[src/rtl/tdm_demux4.sv]
// tdm_demux4 -- four-channel time-division demultiplexer.
//
// Receive end of a slot-serial link whose sender cycles slots 0..3. Frame
// alignment comes from a sync strobe on slot 0. Captured slots are held in
// shadow registers and transferred to the parallel outputs as a group when
// the final slot of a frame arrives.
//
// Build option: TDM_DEMUX_PARITY_EN
//   defined   -> 5-slot frame; slot 4 carries the XOR of the four data words.
//                The outputs update only when the parity word matches.
//   undefined -> 4-slot frame; par_err is tied low.
//
// Ports
//   clk          rising-edge clock
//   rst_n        asynchronous active-low reset
//   en           slot strobe; din and sync are sampled only when en=1
//   sync         frame marker, expected high on slot 0
//   din          slot data
//   out1..out4   registered channel words for slots 0..3
//   frame_valid  one-cycle pulse when out1..out4 update
//   locked       high while frame alignment is held
//   slot         index of the next slot to capture (0 while hunting)
//   sync_err     one-cycle pulse on a sync seen away from slot 0
//   par_err      one-cycle pulse on a parity mismatch
//
// State table
//   state | meaning
//   HUNT  | no alignment; waiting for en&sync to start a frame
//   LOCK  | aligned; capturing slots and counting frames that lack sync
module tdm_demux4 #(
    parameter int W        = 1,
    parameter int MISS_MAX = 2
) (
    input  logic         clk,
    input  logic         rst_n,
    input  logic         en,
    input  logic         sync,
    input  logic [W-1:0] din,
    output logic [W-1:0] out1,
    output logic [W-1:0] out2,
    output logic [W-1:0] out3,
    output logic [W-1:0] out4,
    output logic         frame_valid,
    output logic         locked,
`ifdef TDM_DEMUX_PARITY_EN
    output logic [2:0]   slot,
`else
    output logic [1:0]   slot,
`endif
    output logic         sync_err,
    output logic         par_err
);

`ifdef TDM_DEMUX_PARITY_EN
    localparam int SW    = 3;
    localparam int NSLOT = 5;
`else
    localparam int SW    = 2;
    localparam int NSLOT = 4;
`endif
    // The final slot goes straight to the outputs, so it needs no shadow.
    localparam int NSH = NSLOT - 1;
    localparam logic [SW-1:0] LAST     = SW'(NSLOT - 1);
    localparam logic [2:0]    MISS_TOP = 3'(MISS_MAX - 1);

    typedef enum logic {HUNT, LOCK} state_t;

    state_t          state, state_nx;
    logic [SW-1:0]   slot_nx;
    logic [2:0]      miss, miss_nx;
    logic [W-1:0]    shadow    [NSH];
    logic [W-1:0]    shadow_nx [NSH];
    logic [W-1:0]    out1_nx, out2_nx, out3_nx, out4_nx;
    logic            fv_nx, se_nx;
`ifdef TDM_DEMUX_PARITY_EN
    logic            pe_nx;
    logic [W-1:0]    par_calc;
`endif

    always_comb begin
        state_nx  = state;
        slot_nx   = slot;
        miss_nx   = miss;
        shadow_nx = shadow;
        out1_nx   = out1;
        out2_nx   = out2;
        out3_nx   = out3;
        out4_nx   = out4;
        fv_nx     = 1'b0;
        se_nx     = 1'b0;
`ifdef TDM_DEMUX_PARITY_EN
        pe_nx     = 1'b0;
        par_calc  = shadow[0] ^ shadow[1] ^ shadow[2] ^ shadow[3];
`endif
        if (en) begin
            if (state == HUNT) begin
                if (sync) begin
                    shadow_nx[0] = din;
                    slot_nx      = SW'(1);
                    state_nx     = LOCK;
                end
            end else if (slot != '0) begin
                if (sync) begin
                    // Sync in the wrong place: realign on this word.
                    se_nx        = 1'b1;
                    shadow_nx[0] = din;
                    slot_nx      = SW'(1);
                end else if (slot == LAST) begin
                    slot_nx = '0;
`ifdef TDM_DEMUX_PARITY_EN
                    if (par_calc == din) begin
                        out1_nx = shadow[0];
                        out2_nx = shadow[1];
                        out3_nx = shadow[2];
                        out4_nx = shadow[3];
                        fv_nx   = 1'b1;
                    end else begin
                        pe_nx   = 1'b1;
                    end
`else
                    out1_nx = shadow[0];
                    out2_nx = shadow[1];
                    out3_nx = shadow[2];
                    out4_nx = din;
                    fv_nx   = 1'b1;
`endif
                end else begin
                    for (int i = 1; i < NSH; i++) begin
                        if (slot == i[SW-1:0]) shadow_nx[i] = din;
                    end
                    slot_nx = slot + SW'(1);
                end
            end else begin
                if (sync) begin
                    miss_nx      = '0;
                    shadow_nx[0] = din;
                    slot_nx      = SW'(1);
                end else if (miss == MISS_TOP) begin
                    // Too many frames without sync: drop lock, discard word.
                    state_nx = HUNT;
                    slot_nx  = '0;
                    miss_nx  = '0;
                end else begin
                    miss_nx      = miss + 3'd1;
                    shadow_nx[0] = din;
                    slot_nx      = SW'(1);
                end
            end
        end
    end

    always_ff @(posedge clk or negedge rst_n) begin
        if (!rst_n) begin
            state       <= HUNT;
            slot        <= '0;
            miss        <= '0;
            for (int i = 0; i < NSH; i++) shadow[i] <= '0;
            out1        <= '0;
            out2        <= '0;
            out3        <= '0;
            out4        <= '0;
            frame_valid <= 1'b0;
            sync_err    <= 1'b0;
        end else begin
            state       <= state_nx;
            slot        <= slot_nx;
            miss        <= miss_nx;
            shadow      <= shadow_nx;
            out1        <= out1_nx;
            out2        <= out2_nx;
            out3        <= out3_nx;
            out4        <= out4_nx;
            frame_valid <= fv_nx;
            sync_err    <= se_nx;
        end
    end

`ifdef TDM_DEMUX_PARITY_EN
    always_ff @(posedge clk or negedge rst_n) begin
        if (!rst_n) par_err <= 1'b0;
        else        par_err <= pe_nx;
    end
`else
    assign par_err = 1'b0;
`endif

    assign locked = (state == LOCK);

endmodule

[config.mk]
export PLATFORM = sky130hd
export DESIGN_NAME = tdm_demux4
export DESIGN_NICKNAME = d
export VERILOG_FILES = /design/src/rtl/tdm_demux4.sv
export SDC_FILE = /design/constraint.sdc
export NUM_CORES = 1
export LEC_CHECK = 0
export CAP_MARGIN = 20
export CORE_MARGIN = 2
export CORE_UTILIZATION = 40
export CTS_CLUSTER_DIAMETER = 30
export DETAILED_ROUTE_END_ITERATION = 6
export PLACE_DENSITY = 0.69
export SYNTH_ARGS = -nofsm -noshare
export SYNTH_HDL_FRONTEND = slang
export SYNTH_SLANG_ARGS = --single-unit
[constraint.sdc]
create_clock -name clk -period 4.1 [get_ports clk]
set_input_delay 0.615 -clock clk [delete_from_list [all_inputs] [get_ports clk]]
set_output_delay 0.615 -clock clk [all_outputs]
set_load 0.05 [all_outputs]
After elaboration in Yosys (flattened, before gate mapping)
Index checks and enable logic that the tools add are counted.
- input port bits: 5
- bits in registers: 15
- output and inout port bits: 10
- bitwise operators: 3
- reduce and logical (&&, ||, !) cells: 8
- add/subtract/negate cells: 2
- muxes and demuxes: 27
- eq/ne operators: 5
- operators by type and width (kind ; number):
    1-bit two-way mux ; 20
    6-bit AND reduction ; 2
    2-bit two-way mux ; 5
    3-bit two-way mux ; 2
    5-bit AND reduction ; 1
    2-bit equality test (second input constant) ; 2
    4-bit inequality test (second input constant) ; 1
    2-bit AND reduction ; 2
    2-bit nonzero test ; 2
    3-bit by 1-bit adder with 3-bit output (second input constant) ; 1
    3-bit by 1-bit equality test with 1-bit output (second input constant) ; 1
    1-bit inverter ; 3
    3-bit AND reduction ; 1
    2-bit by 1-bit adder with 2-bit output (second input constant) ; 1
    2-bit by 1-bit equality test with 1-bit output (second input constant) ; 1

Longest topological paths before layout
- depth after elaboration: 6
- depth in mapped cells: 5

Worst setup path before layout
OpenSTA, ideal clock, no wires.
- path kind: register -> register
- start point: register slot[0]
- end point: register out4
- data required time: 3.975 ns
- arrival time: 1.836 ns
- slack: 2.139 ns
- path buffers: 0
- cell stages (with the launch flop): 5
- setup time: 0.125 ns
- path through: dfrtp_1 inv_1 ha_1 nor4b_4 mux2_2
- longest elaborated chain between the ends: 2
- elaborated cells on any way between the ends: 3
- those cells by class: eq/ne: 1; reduce/logical: 2
- RTL lines (item ; line ; RTL):
    start, declared ; 48 ; output logic [1:0] slot,
    start signal, assigned ; 166 ; slot <= slot_nx;
    2-bit equality test / 2-bit nonzero test (equally long branches) ; 108, 102 ;
    5-bit AND reduction (no line) (*) ; - ;
    end signal, assigned ; 172 ; out4 <= out4_nx;
    end, declared ; 42 ; output logic [W-1:0] out4,
Mark *: on every way between the ends. The rest lies on a longest branch, timed or not.
A chain may end at the register's enable or synchronous reset.

Worst setup path in the final report
- start point: register state (netlist: locked)
- end point: output port locked
- RTL lines (item ; line ; RTL):
    start, declared ; 68 ; state_t state, state_nx;
    start signal, assigned ; 165 ; state <= state_nx;
    end, declared ; 44 ; output logic locked,
No word-level cell between the ends.

==> results.json <==
{
  "outcome": "completed",
  "gr-usage-all-layers_pct": 15.68,
  "cts_hold_buf": 0,
  "slew_headroom_pct": 56.60,
  "via_per_inst": 5.107,
  "die-area_um2": 2281,
  "io_buffers": 13,
  "cts-root-buf": "clkbuf_4",
  "die_h_um": 47.76,
  "areaGrowthSynthToFinish_pct": 22.55,
  "overflow": 0,
  "cap_violations": 0,
  "n_antenna_cell": 0,
  "tns_ns": 0,
  "power-per-cell-area_nw_per_um2": 694.4,
  "clock-sinks": 15,
  "ant_nets": 0,
  "final_cell_mix": "15 x dfrtp_1, 13 x clkdlybuf4s50_1, 7 x mux2_2, 5 x nand2_1, 5 x ha_1",
  "fillers": 171,
  "crit_path_start_kind": "flop",
  "nets": 89,
  "yosysWarnings": 0,
  "syn_nets": 74,
  "grt_pass1_wl_um": 2332,
  "fp.dieW_um": 47.76,
  "fin_skew_ns": 0.003774,
  "p_leak_nw": 0.4067,
  "clk-insertion-delay-late_ns": 0.28,
  "finish.instance_area_um2": 938.4,
  "post_drt_wl_per_cell_um": 12.78,
  "tritoncts": "built",
  "synth-main-ff-cell": "dfrtp_1",
  "synth_cell_types": 30,
  "cts_resized": 0,
  "crit_chain": "clkdlybuf4s50_1",
  "final_common_cell": "dfrtp_1",
  "drc": 0,
  "end_kind": "output port",
  "postSynthAreaPerCell_um2": 11.96,
  "max_stage_delay_ns": 0.85,
  "ir_drop_v": 0.0003381,
  "path_buf_inv": 1,
  "clk_pin_slew_ns": 0.09,
  "slowest_stage": "clkdlybuf4s50_1",
  "gp_congestion": 0.7095,
  "grt_antenna_before_repair": 0,
  "hp-class": "flop to flop",
  "worst_slew_pin_slew_ns": 0.6490,
  "postRouteWirelength_um": 1316,
  "worst_ep_required_time_ns": 3.48,
  "place_area_um2": 910.9,
  "synthCells": 64,
  "hold_viol": 0,
  "worst-setup-path-type": "flop to output port",
  "core_area_um2": 1764,
  "cp_top_family": "buffers and inverters",
  "worstPathArrival_ns": 1.63,
  "grt_pass1_vias": 502,
  "fin_crit_sh_pct": 54.71,
  "hpwl_um": 979.2,
  "setup_viol": 0,
  "htree_num_levels": 1,
  "drtIter0Drc": 0,
  "fin_worst_hold_slack_ns": 0.5090,
  "postCtsSetupBuffers": 0,
  "fmax_ghz": 0.4458,
  "drt_first_pass_iters": 1,
  "path_max_fanout": 8,
  "rows": 15,
  "layout-drive-gt1-share_pct": 19.23,
  "finalCriticalPeriod_ns": 2.243,
  "netlist_area_um2": 765.7,
  "synth-seq-cells": 15,
  "num_vias": 526,
  "clockBufferDepth": 2,
  "start_util_pct": 43.40,
  "synth_edf_count": 0,
  "slew_viol_final": 0,
  "rsz0062_at_grt": "no",
  "ios": 15,
  "synthArstFlopShare_pct": 100.0,
  "ys_seq_area_share_pct": 49.02,
  "numCtsBuffers": 3,
  "grt_max_degree": 16
}
==> layer usage <==
| metal | global-route usage [%] | up-vias | part of all wire [%] |
|---|---|---|---|
| met3 | 4.528 | 2 | 2.7 |
| met1 | 23.02 | 256 | 52 |
| met5 | 0 | - | 0 |
| met2 | 19.20 | 10 | 43 |
| met4 | 11.35 | 0 | 1.4 |
| li1 | - | 258 | - |
==> layout make-up <==
type	count	area (µm²)	area share, %
timing repair buffer	13	130.1	13.87
tap	25	31.28	3.333
sequential	15	375.4	40.00
clock inverter	1	5.005	0.5333
inverter	3	11.26	1.200
multi-input combinational	43	362.8	38.67
clock buffer	3	22.52	2.400
==> sequential cells by signal, summed over array words and instances, names as in the netlist <==
signal / count
shadow: 3
sync_err: 1
locked: 1
out2: 1
out1: 1
out3: 1
frame_valid: 1
miss: 3
out4: 1
slot: 2
==> synth_stat cells (2+ instances only) <==
| library cell | instances | share of area (%) |
|---|---|---|
| and4bb_2 | 2 | 3.3 |
| inv_1 | 3 | 1.5 |
| nor3b_1 | 2 | 2.0 |
| nand2_1 | 5 | 2.5 |
| ha_1 | 5 | 8.2 |
| mux2_2 | 7 | 10 |
| dfrtp_1 | 15 | 49 |
| nor3_1 | 3 | 2.0 |
==> power by group <==
part	switching, mW	internal, mW	total (mW)
clock network	0.0479	0.0362	0.0841
registers	0.0431	0.197	0.241
logic	0.198	0.129	0.327
total	0.289	0.363	0.652
==> stage by stage <==
step,std cells,util (%),worst slack (ns),total power [mW]
2_1_floorplan,64,-,2.139,0.4723
3_3_place_gp,99,51.63,1.799,0.5671
3_5_place_dp,99,51.63,1.768,0.5722
4_1_cts,103,53.19,1.843,0.6605
5_1_grt,103,53.19,1.764,0.7062
6_report,103,53.19,1.857,0.6516
==> final timing paths <==
check,from,end,slack [ns],depth (start not counted)
worst max-delay path,locked,locked,1.86,1
worst min-delay path,shadow[1],shadow[1],0.51,1
worst max register to register,slot[0],shadow[2],2.20,5
worst min register to register,shadow[1],shadow[1],0.51,1
max in group asynchronous,rst_n,out3,2.96,1
min in group asynchronous,rst_n,miss[0],0.72,1
==> kinds of logic (layout without fill, tap and decap cells) <==
group                    after synthesis  after routing  share of synthesized area [%]
other                                  1              1                         0.4897
AO/OA/AOI/OAI                          9              9                          8.824
flip-flops                            15             15                          49.02
buffers and inverters                  6             20                          3.594
AND/OR/NAND/NOR                       21             21                          19.61
adder cells (fa/ha/maj)                5              5                          8.170
multiplexers                           7              7                          10.29
Note: power is estimated with default switching activity, not from simulation.
